--- config.mk ---
export PLATFORM = sky130hd
export DESIGN_NAME = baccarat_dealer
export DESIGN_NICKNAME = d
export VERILOG_FILES = /design/src/rtl/baccarat_dealer.sv
export SDC_FILE = /design/constraint.sdc
export NUM_CORES = 1
export LEC_CHECK = 0
export BUFFER_PORTS_ARGS = -buffer_cell sky130_fd_sc_hd__buf_2
export CORE_MARGIN = 2
export CORE_UTILIZATION = 54
export DETAILED_ROUTE_END_ITERATION = 10
export GPL_TIMING_DRIVEN = 0
export HOLD_SLACK_MARGIN = 0.06
export PLACE_DENSITY = 0.76
export SLEW_MARGIN = 20
export SYNTH_ARGS = -nofsm -noshare
export SYNTH_HDL_FRONTEND = slang
export SYNTH_SLANG_ARGS = --single-unit
--- constraint.sdc ---
create_clock -name slow_clock -period 4.56 [get_ports slow_clock]
set_input_delay 0.228 -clock slow_clock [delete_from_list [all_inputs] [get_ports slow_clock]]
set_output_delay 0.228 -clock slow_clock [all_outputs]
set_load 0.02 [all_outputs]
--- src/rtl/baccarat_dealer.sv ---
`default_nettype none
// ============================================================================
//  Module   : baccarat_dealer
//  Purpose  : Sequential baccarat dealing engine. Deals one card per accepted
//             step into six card registers, applies the third-card rules from
//             internally computed hand scores and declares the winner.
//  Ports    : slow_clock            - clock, rising-edge active
//             reset                 - synchronous, active-high
//             step                  - advance request for deal states
//             new_card[3:0]         - card code offered (valid 1..13)
//             pcard1..3 / dcard1..3 - player / dealer card registers
//             pscore / dscore       - combinational hand scores (0..9)
//             busy / done           - hand in progress / hand resolved
//             player_win/dealer_win - registered result flags (tie sets both)
//  Revision : 1.0 - initial release
// ============================================================================
module baccarat_dealer #(
  parameter int FACE_MIN    = 10,
  parameter int NATURAL_MIN = 8
) (
  input  logic       slow_clock,
  input  logic       reset,
  input  logic       step,
  input  logic [3:0] new_card,
  output logic [3:0] pcard1,
  output logic [3:0] pcard2,
  output logic [3:0] pcard3,
  output logic [3:0] dcard1,
  output logic [3:0] dcard2,
  output logic [3:0] dcard3,
  output logic [3:0] pscore,
  output logic [3:0] dscore,
  output logic       busy,
  output logic       done,
  output logic       player_win,
  output logic       dealer_win
);

  typedef enum logic [3:0] {
    S_P1   = 4'd0,
    S_D1   = 4'd1,
    S_P2   = 4'd2,
    S_D2   = 4'd3,
    S_EVAL = 4'd4,
    S_P3   = 4'd5,
    S_BCHK = 4'd6,
    S_D3   = 4'd7,
    S_DONE = 4'd8
  } state_t;

  // Pip value of a card code: 1..9 count face value, empty/tens/faces count 0.
  function automatic logic [3:0] card_val(input logic [3:0] c);
    if (c >= 4'd1 && c <= 4'd9 && int'(c) < FACE_MIN) return c;
    else return 4'd0;
  endfunction

  // Hand score is the last digit of the pip sum; max sum is 27.
  function automatic logic [3:0] hand_score(input logic [3:0] a,
                                            input logic [3:0] b,
                                            input logic [3:0] c);
    logic [4:0] s;
    s = {1'b0, card_val(a)} + {1'b0, card_val(b)} + {1'b0, card_val(c)};
    if (s >= 5'd20)      s = s - 5'd20;
    else if (s >= 5'd10) s = s - 5'd10;
    return s[3:0];
  endfunction

  state_t     r_state, w_next;
  logic [3:0] r_pcard1, r_pcard2, r_pcard3, r_dcard1, r_dcard2, r_dcard3;
  logic       r_player_win, r_dealer_win;
  logic       w_fire;
  logic       w_ld_p1, w_ld_d1, w_ld_p2, w_ld_d2, w_ld_p3, w_ld_d3;
  logic       w_draw;
  logic [3:0] w_t;
  logic [3:0] w_pscore_fin, w_dscore_fin;
  logic       w_enter_done;

  assign w_fire = step && (new_card >= 4'd1) && (new_card <= 4'd13);
  assign w_t    = card_val(r_pcard3);

  assign pscore = hand_score(r_pcard1, r_pcard2, r_pcard3);
  assign dscore = hand_score(r_dcard1, r_dcard2, r_dcard3);

  // The result is judged on the hand as it stands after this edge, so a
  // third card loaded on the entering edge is already counted.
  assign w_pscore_fin = hand_score(r_pcard1, r_pcard2, w_ld_p3 ? new_card : r_pcard3);
  assign w_dscore_fin = hand_score(r_dcard1, r_dcard2, w_ld_d3 ? new_card : r_dcard3);
  assign w_enter_done = (w_next == S_DONE) && (r_state != S_DONE);

  // Banker third-card table, indexed by banker score and player's third pip.
  always_comb begin
    w_draw = 1'b0;
    case (dscore)
      4'd0, 4'd1, 4'd2: w_draw = 1'b1;
      4'd3:             w_draw = (w_t != 4'd8);
      4'd4:             w_draw = (w_t >= 4'd2) && (w_t <= 4'd7);
      4'd5:             w_draw = (w_t >= 4'd4) && (w_t <= 4'd7);
      4'd6:             w_draw = (w_t == 4'd6) || (w_t == 4'd7);
      default:          w_draw = 1'b0;
    endcase
  end

  always_comb begin
    w_next  = r_state;
    w_ld_p1 = 1'b0;
    w_ld_d1 = 1'b0;
    w_ld_p2 = 1'b0;
    w_ld_d2 = 1'b0;
    w_ld_p3 = 1'b0;
    w_ld_d3 = 1'b0;
    case (r_state)
      S_P1: if (w_fire) begin w_ld_p1 = 1'b1; w_next = S_D1; end
      S_D1: if (w_fire) begin w_ld_d1 = 1'b1; w_next = S_P2; end
      S_P2: if (w_fire) begin w_ld_p2 = 1'b1; w_next = S_D2; end
      S_D2: if (w_fire) begin w_ld_d2 = 1'b1; w_next = S_EVAL; end
      S_EVAL: begin
        if (int'(pscore) >= NATURAL_MIN || int'(dscore) >= NATURAL_MIN)
          w_next = S_DONE;
        else if (pscore <= 4'd5)
          w_next = S_P3;
        else if (dscore <= 4'd5)
          w_next = S_D3;
        else
          w_next = S_DONE;
      end
      S_P3: if (w_fire) begin w_ld_p3 = 1'b1; w_next = S_BCHK; end
      S_BCHK: w_next = w_draw ? S_D3 : S_DONE;
      S_D3: if (w_fire) begin w_ld_d3 = 1'b1; w_next = S_DONE; end
      S_DONE: w_next = S_DONE;
      default: w_next = S_P1;
    endcase
  end

  always_ff @(posedge slow_clock) begin
    if (reset) begin
      r_state      <= S_P1;
      r_pcard1     <= 4'd0;
      r_pcard2     <= 4'd0;
      r_pcard3     <= 4'd0;
      r_dcard1     <= 4'd0;
      r_dcard2     <= 4'd0;
      r_dcard3     <= 4'd0;
      r_player_win <= 1'b0;
      r_dealer_win <= 1'b0;
    end else begin
      r_state <= w_next;
      if (w_ld_p1) r_pcard1 <= new_card;
      if (w_ld_d1) r_dcard1 <= new_card;
      if (w_ld_p2) r_pcard2 <= new_card;
      if (w_ld_d2) r_dcard2 <= new_card;
      if (w_ld_p3) r_pcard3 <= new_card;
      if (w_ld_d3) r_dcard3 <= new_card;
      if (w_enter_done) begin
        r_player_win <= (w_pscore_fin >= w_dscore_fin);
        r_dealer_win <= (w_dscore_fin >= w_pscore_fin);
      end
    end
  end

  assign pcard1     = r_pcard1;
  assign pcard2     = r_pcard2;
  assign pcard3     = r_pcard3;
  assign dcard1     = r_dcard1;
  assign dcard2     = r_dcard2;
  assign dcard3     = r_dcard3;
  assign busy       = (r_state != S_DONE);
  assign done       = (r_state == S_DONE);
  assign player_win = r_player_win;
  assign dealer_win = r_dealer_win;

endmodule
`default_nettype wire

# Yosys cells after proc, flatten, opt, wreduce, memory -nomap -nowiden
# Cells that the tools add are included.
dict set report totals {
  ff_bits 30
  inputBits 7
  output_inout_bits 36
  elab_cells 148
}
dict set report op_classes {
  add_sub_neg 14
  magnitude_cmp 43
  n_eq_ne 19
  n_mux 37
  reduce_logical 26
}
# cell n
set op_table {}
lappend op_table {{$mux W4} 28}
lappend op_table {{$eq A4 B3 Y1 const B} 9}
lappend op_table {{$ge A4 B1 Y1 const B} 9}
lappend op_table {{$le A4 B4 Y1 const B} 9}
lappend op_table {{$pmux W4 S9} 1}
lappend op_table {{$lt A4 B4 Y1 const B} 8}
lappend op_table {{$logic_and A1 B1 Y1} 21}
lappend op_table {{$add A5 B4 Y5} 4}
lappend op_table {{$ge A5 B4 Y1 const B} 4}
lappend op_table {{$ge A5 B5 Y1 const B} 4}
lappend op_table {{$eq A4 B2 Y1 const B} 4}
lappend op_table {{$sub A4 B3 Y4 const B} 4}
lappend op_table {{$sub A4 B4 Y4 const B} 4}
lappend op_table {{$le A4 B3 Y1 const B} 3}
lappend op_table {{$add A4 B4 Y5} 2}
lappend op_table {{$eq A4 B1 Y1 const B} 2}
lappend op_table {{$eq A4 B4 Y1 const B} 2}
lappend op_table {{$ge A4 B4 Y1} 2}
lappend op_table {{$ge A4 B4 Y1 const B} 2}
lappend op_table {{$logic_not A4 Y1} 2}
lappend op_table {{$ne A4 B4 Y1 const B} 2}
lappend op_table {{$mux W1} 7}
lappend op_table {{$pmux W1 S5} 1}
lappend op_table {{$ge A4 B2 Y1 const B} 1}
lappend op_table {{other kinds (3)} 4}

# Longest topological paths before layout
dict set report depth {
  ltp_word 16
  depth_mapped 28
  ltp_nobuf 27
}

# Worst setup path after synthesis
# Ideal clock, no wire load.
dict set report synth_timing {
  kind {input -> register}
  startpoint {in new_card[1]}
  endpoint {reg r_player_win (netlist: player_win)}
  setup_ns 0.069
  arrival_time_ns 4.673
  required_time_ns 4.491
  slack_ns -0.182
  stages 25
  n_path_buf 2
  cell_sequence {clkbuf_1 nor2_1 a21oi_1 nand4b_1 clkbuf_1 o21ai_0 ha_1 inv_1 fa_1 xor2_1 inv_1 ha_1 nand2_1 o21ai_0 or2_2 mux2i_1 xnor2_1 ha_1 nor2b_1 o21ai_0 nand2b_1 a21oi_1 nor2b_1 or4_1 o21ai_1}
}
dict set report synth_via {
  elab_chain_cells 15
  word_cells_on_any_way 45
  classes_between {add/sub (6); order compare (13); eq/ne (1); mux (18); reduce/logical (7)}
}
# element line
set synth_rtl {}
lappend synth_rtl {{from (decl)} 24} ;# input logic [3:0] new_card,
lappend synth_rtl {{$ge A4 B1 Y1} 78} ;# assign w_fire = step && (new_card >= 4'd1) && (new_card <= 4'd13);
lappend synth_rtl {{$logic_and A1 B1 Y1 (2 in a row)} 78}
lappend synth_rtl {{$mux W1} {126, 128}}
lappend synth_rtl {{$mux W1} 111} ;# case (r_state)
lappend synth_rtl {{$mux W4} --}
lappend synth_rtl {{$ge A4 B1 Y1 / $le A4 B4 Y1 (equally long branches)} 53} ;# if (c >= 4'd1 && c <= 4'd9 && int'(c) < FACE_MIN) return c;
lappend synth_rtl {{$logic_and A1 B1 Y1 (2 in a row)} 53}
lappend synth_rtl {{$mux W4} 53}
lappend synth_rtl {{$add A5 B4 Y5} 62} ;# s = {1'b0, card_val(a)} + {1'b0, card_val(b)} + {1'b0, card_val(c)};
lappend synth_rtl {{$sub A4 B4 Y4 / $ge A5 B4 Y1 (equally long branches)} 64} ;# else if (s >= 5'd10) s = s - 5'd10;
lappend synth_rtl {{$mux W4} 64}
lappend synth_rtl {{$mux W4} 63} ;# if (s >= 5'd20) s = s - 5'd20;
lappend synth_rtl {{$ge A4 B4 Y1} 154} ;# r_player_win <= (w_pscore_fin >= w_dscore_fin);
lappend synth_rtl {{to (signal assigned)} 154}
lappend synth_rtl {{to (decl)} 70} ;# logic r_player_win, r_dealer_win;
# Parallel ways exist; a longest one is shown, timed or not.
# A chain may end at the register's enable or synchronous reset.

# Worst setup path after layout
dict set report layout_timing {
  startpoint {reg r_pcard2[3] (netlist: pcard2[3])}
  endpoint {reg r_player_win (netlist: player_win)}
}
dict set report layout_via {
  elab_chain_cells 15
  word_cells_on_any_way 30
  classes_between {add/sub (7); order compare (10); eq/ne (1); mux (8); reduce/logical (4)}
}
# element line
set layout_rtl {}
lappend layout_rtl {{from (decl)} 69} ;# logic [3:0] r_pcard1, r_pcard2, r_pcard3, r_dcard1, r_dcard2, r_dcard3;
lappend layout_rtl {{from (signal assigned)} 149} ;# if (w_ld_p2) r_pcard2 <= new_card;
lappend layout_rtl {{$ge A4 B1 Y1 / $le A4 B4 Y1 (equally long branches)} 53}
lappend layout_rtl {{$logic_and A1 B1 Y1 (2 in a row)} 53}
lappend layout_rtl {{$mux W4 *} 53}
lappend layout_rtl {{$add A4 B4 Y5 *} 62}
lappend layout_rtl {{$add A5 B4 Y5} 62}
lappend layout_rtl {{$sub A4 B4 Y4 / $ge A5 B4 Y1 (equally long branches)} 64}
lappend layout_rtl {{$mux W4} 64}
lappend layout_rtl {{$mux W4} 63}
lappend layout_rtl {{$le A4 B3 Y1 / $ge A4 B4 Y1 (equally long branches)} {119, 117}}
lappend layout_rtl {{$mux W4 / $logic_or A1 B1 Y1 (equally long branches)} {119, 117}}
lappend layout_rtl {{$mux W4} 117} ;# if (int'(pscore) >= NATURAL_MIN || int'(dscore) >= NATURAL_MIN)
lappend layout_rtl {{$pmux W4 S9} 111}
lappend layout_rtl {{$eq A4 B4 Y1} 88} ;# assign w_enter_done = (w_next == S_DONE) && (r_state != S_DONE);
lappend layout_rtl {{$logic_and A1 B1 Y1} 88}
# Mark *: on every way between the ends. The rest lies on a longest branch, timed or not.

==> impl_metrics.ini <==
[clocking]
hold_buffers = 0
insertion_delay_ns = 0.28
clock-root-buffer = clkbuf_8
numCtsBuffers = 5
clock_path_buffers = 2
tritoncts = yes
clk_pin_slew_ns = 0.07
htreeDepth = 2
cts_sinks = 30

[floorplanning]
initial_core_util_pct = 56.47
pin_count = 43
die_w_um = 82.92
core_region_area_um2 = 5956
rows = 28
die-area_um2 = 6876
die_y_um = 82.92

[drt]
wl_per_cell_um = 15.32
dr.pass1.iters = 5
drc_errors = 0
antenna_left = 0
drt-initial-drc-count = 207
num_vias = 3255
totalWireLength_mm = 8.597
via_per_inst = 5.802

[sta]
worst_pin_slew_ns = 0.7749
setup_viol = 0
finalHoldViolCount = 0
finalCritPeriodShare_pct = 96.84
finalSetupTns_ns = 0
slew_viol_final = 0
finalCriticalPeriod_ns = 4.416
slew_headroom_pct = 48.23
finalClockSkew_ns = 0.005248
holdWs_ns = 0.2262
max_freq_mhz = 226.5

[placement]
dpl.hpwl_mm = 6.502
portBuffers = 39
placed_cell_area_um2 = 3664
place_congestion = 0.8985
placedCellCount = 538

[yosys]
yosysSeqAreaShare_pct = 17.86
synth_top_flop_cell = dfxtp_1
synth_cells = 424
ys_types = 64
synth_warnings = 0
syn_area_um2 = 3363
synth_edf_count = 0
synth-seq-cells = 30
synth_fp_nets = 477
async_flop_share_pct = 0
synth_area_per_cell_um2 = 7.932

[worst_setup_path]
critical_path_required_ns = 4.78
path_buf_inv = 1
worstPathCellList = o21ai_0 > and2_1 > ha_2 > fa_2 > ha_4 > a21o_1 > a21oi_2 > xnor2_2 > inv_1 > ha_2 > nand2_2 > o21ai_2 > or2_4 > mux2i_1 > xnor2_1 > ha_1 > nor2b_1 > o21ai_1 > nand2b_1 > a21oi_2 > nor2b_1 > or4_1 > o21ai_1
cp_top_family = adder cells
cp_max_fo = 5
regToRegSetupSlack_ns = 0.14
startpoint_type = flip-flop
cp_slowest_cell = fa_2
cp.arrival_ns = 4.63
endpoint_kind = flip-flop
cpPeakStageDelay_ns = 0.60
critical_path_class = flip-flop to flip-flop

[layout]
num_antenna_cells = 0
area_growth_pct = 24.37
final_area_um2 = 4183
fin_util_pct = 70.23
drive_above_1_share_pct = 30.86
instances_no_fill = 561
fin_nets = 538

[flow_run]
max_cap_viol_count = 0

[global_routing]
antenna_found_initial = 0
grt_overflow_total = 0
grt_pass1_vias = 3015
grt_max_degree = 11
grt_pass1_wl_mm = 13.88
grt_use_total_pct = 24.04

[status]
status = finished clean

[power]
vdd_drop_max_uv = 236.7
p_per_area_nw_per_um2 = 188.6
p_leak_nw = 2.047

[min_path]
hp-class = primary input to flip-flop
stage by stage:
step                      power, mW  setup WS (ns)
after floorplan              0.4627        0.01032
after global placement       0.5085        -0.6844
after detailed placement     0.5160        -0.7832
after CTS                    0.7608      0.0002549
after global routing         0.8304       -0.05531
final                        0.7889         0.1440
repair_timing:
item	CTS	global route
setup endpoints to repair	2	5
endpoints found under the hold margin	0	0
buffers inserted	8	9
pin swaps	8	29
resized for setup	35	53
logic make-up after synthesis:
group,share of synthesized area (%)
multiplexers,9.375
adder cells (fa/ha/maj),18.45
XOR/XNOR,5.915
AND/OR/NAND/NOR,23.29
flip-flops,17.86
AO/OA/AOI/OAI,19.42
buffers and inverters,5.692
worst reg2reg max path, delay by kind of cell (launching register included):
| family | cells | cell delay (ns) |
|---|---|---|
| fa+ha+maj | 5 | 1.46 |
| simple gates | 7 | 1.09 |
| compound gates | 7 | 0.86 |
| flops | 1 | 0.38 |
| xor+xnor | 2 | 0.31 |
| mux | 1 | 0.19 |
| buf+inv | 1 | 0.07 |
Yosys cell counts (3+ instances only):
library cell / count / area (µm²)
nor3_1: 3 / 15.01
nand4_1: 5 / 31.28
dfxtp_1: 30 / 600.6
nand2b_1: 17 / 106.4
a21oi_1: 22 / 110.1
nand2_1: 25 / 93.84
nor2b_1: 16 / 100.1
nor3b_1: 6 / 45.04
fa_1: 6 / 120.1
clkbuf_1: 13 / 48.80
a211o_1: 3 / 26.28
nand3_1: 8 / 40.04
o21ai_0: 25 / 125.1
or2_2: 3 / 18.77
o21ai_1: 3 / 15.01
xnor2_1: 12 / 105.1
inv_1: 34 / 127.6
nor2_1: 48 / 180.2
mux2i_1: 29 / 290.3
a21o_1: 10 / 75.07
ha_1: 40 / 500.5
and2_1: 6 / 37.54
xor2_1: 7 / 61.31
and3_1: 3 / 18.77
per-layer routing:
layer	vias to the layer above	GRT usage (%)	part of all wire [%]
met5	-	0	0
met4	0	5.663	1.5
met3	16	3.877	5.8
met2	113	39.74	48
met1	1523	32.86	45
li1	1603	-	-
registers in the layout (all words and copies together), names as in the netlist:
| signal | flops |
|---|---|
| pcard3 | 4 |
| dcard2 | 4 |
| r_state | 4 |
| dealer_win | 1 |
| pcard2 | 4 |
| pcard1 | 4 |
| player_win | 1 |
| dcard1 | 4 |
| dcard3 | 4 |
cell usage in the layout (no fill, tap or decap), drive strengths merged, types with 10 or more instances in the layout:
cell type	Yosys	routed
mux2i	30	30
dfxtp	30	30
a21oi	25	25
buf	1	58
nor2b	16	16
ha	40	40
nor2	48	48
inv	36	36
xnor2	13	13
o21ai	28	28
nand2b	17	17
nand2	25	25
a21o	10	10
clkbuf	13	16
power by group:
part	internal [mW]	switching [mW]	total (mW)
clock	0.121	0.109	0.230
combinational	0.121	0.160	0.281
sequential	0.268	0.00908	0.277
final timing paths:
path | startpoint | end | depth (start not counted)
worst max-delay path | pcard2[3]$_SDFFE_PP0P_ | player_win$_SDFFE_PP0P_ | 23
worst min-delay path | reset | player_win$_SDFFE_PP0P_ | 3
worst max register to register | pcard2[3]$_SDFFE_PP0P_ | player_win$_SDFFE_PP0P_ | 23
worst min register to register | player_win$_SDFFE_PP0P_ | player_win$_SDFFE_PP0P_ | 2
cell type report:
| class | instances | area, µm² |
|---|---|---|
| inverter | 36 | 135.1 |
| timing repair buffer | 56 | 322.8 |
| tap | 75 | 93.84 |
| clock inverter | 2 | 12.51 |
| sequential | 30 | 629.4 |
| multi-input combinational | 344 | 2841 |
| clock buffer | 6 | 82.58 |
| buffer | 12 | 65.06 |
| fill | 503 | 1773 |
Power figures use the tool's default switching activity.
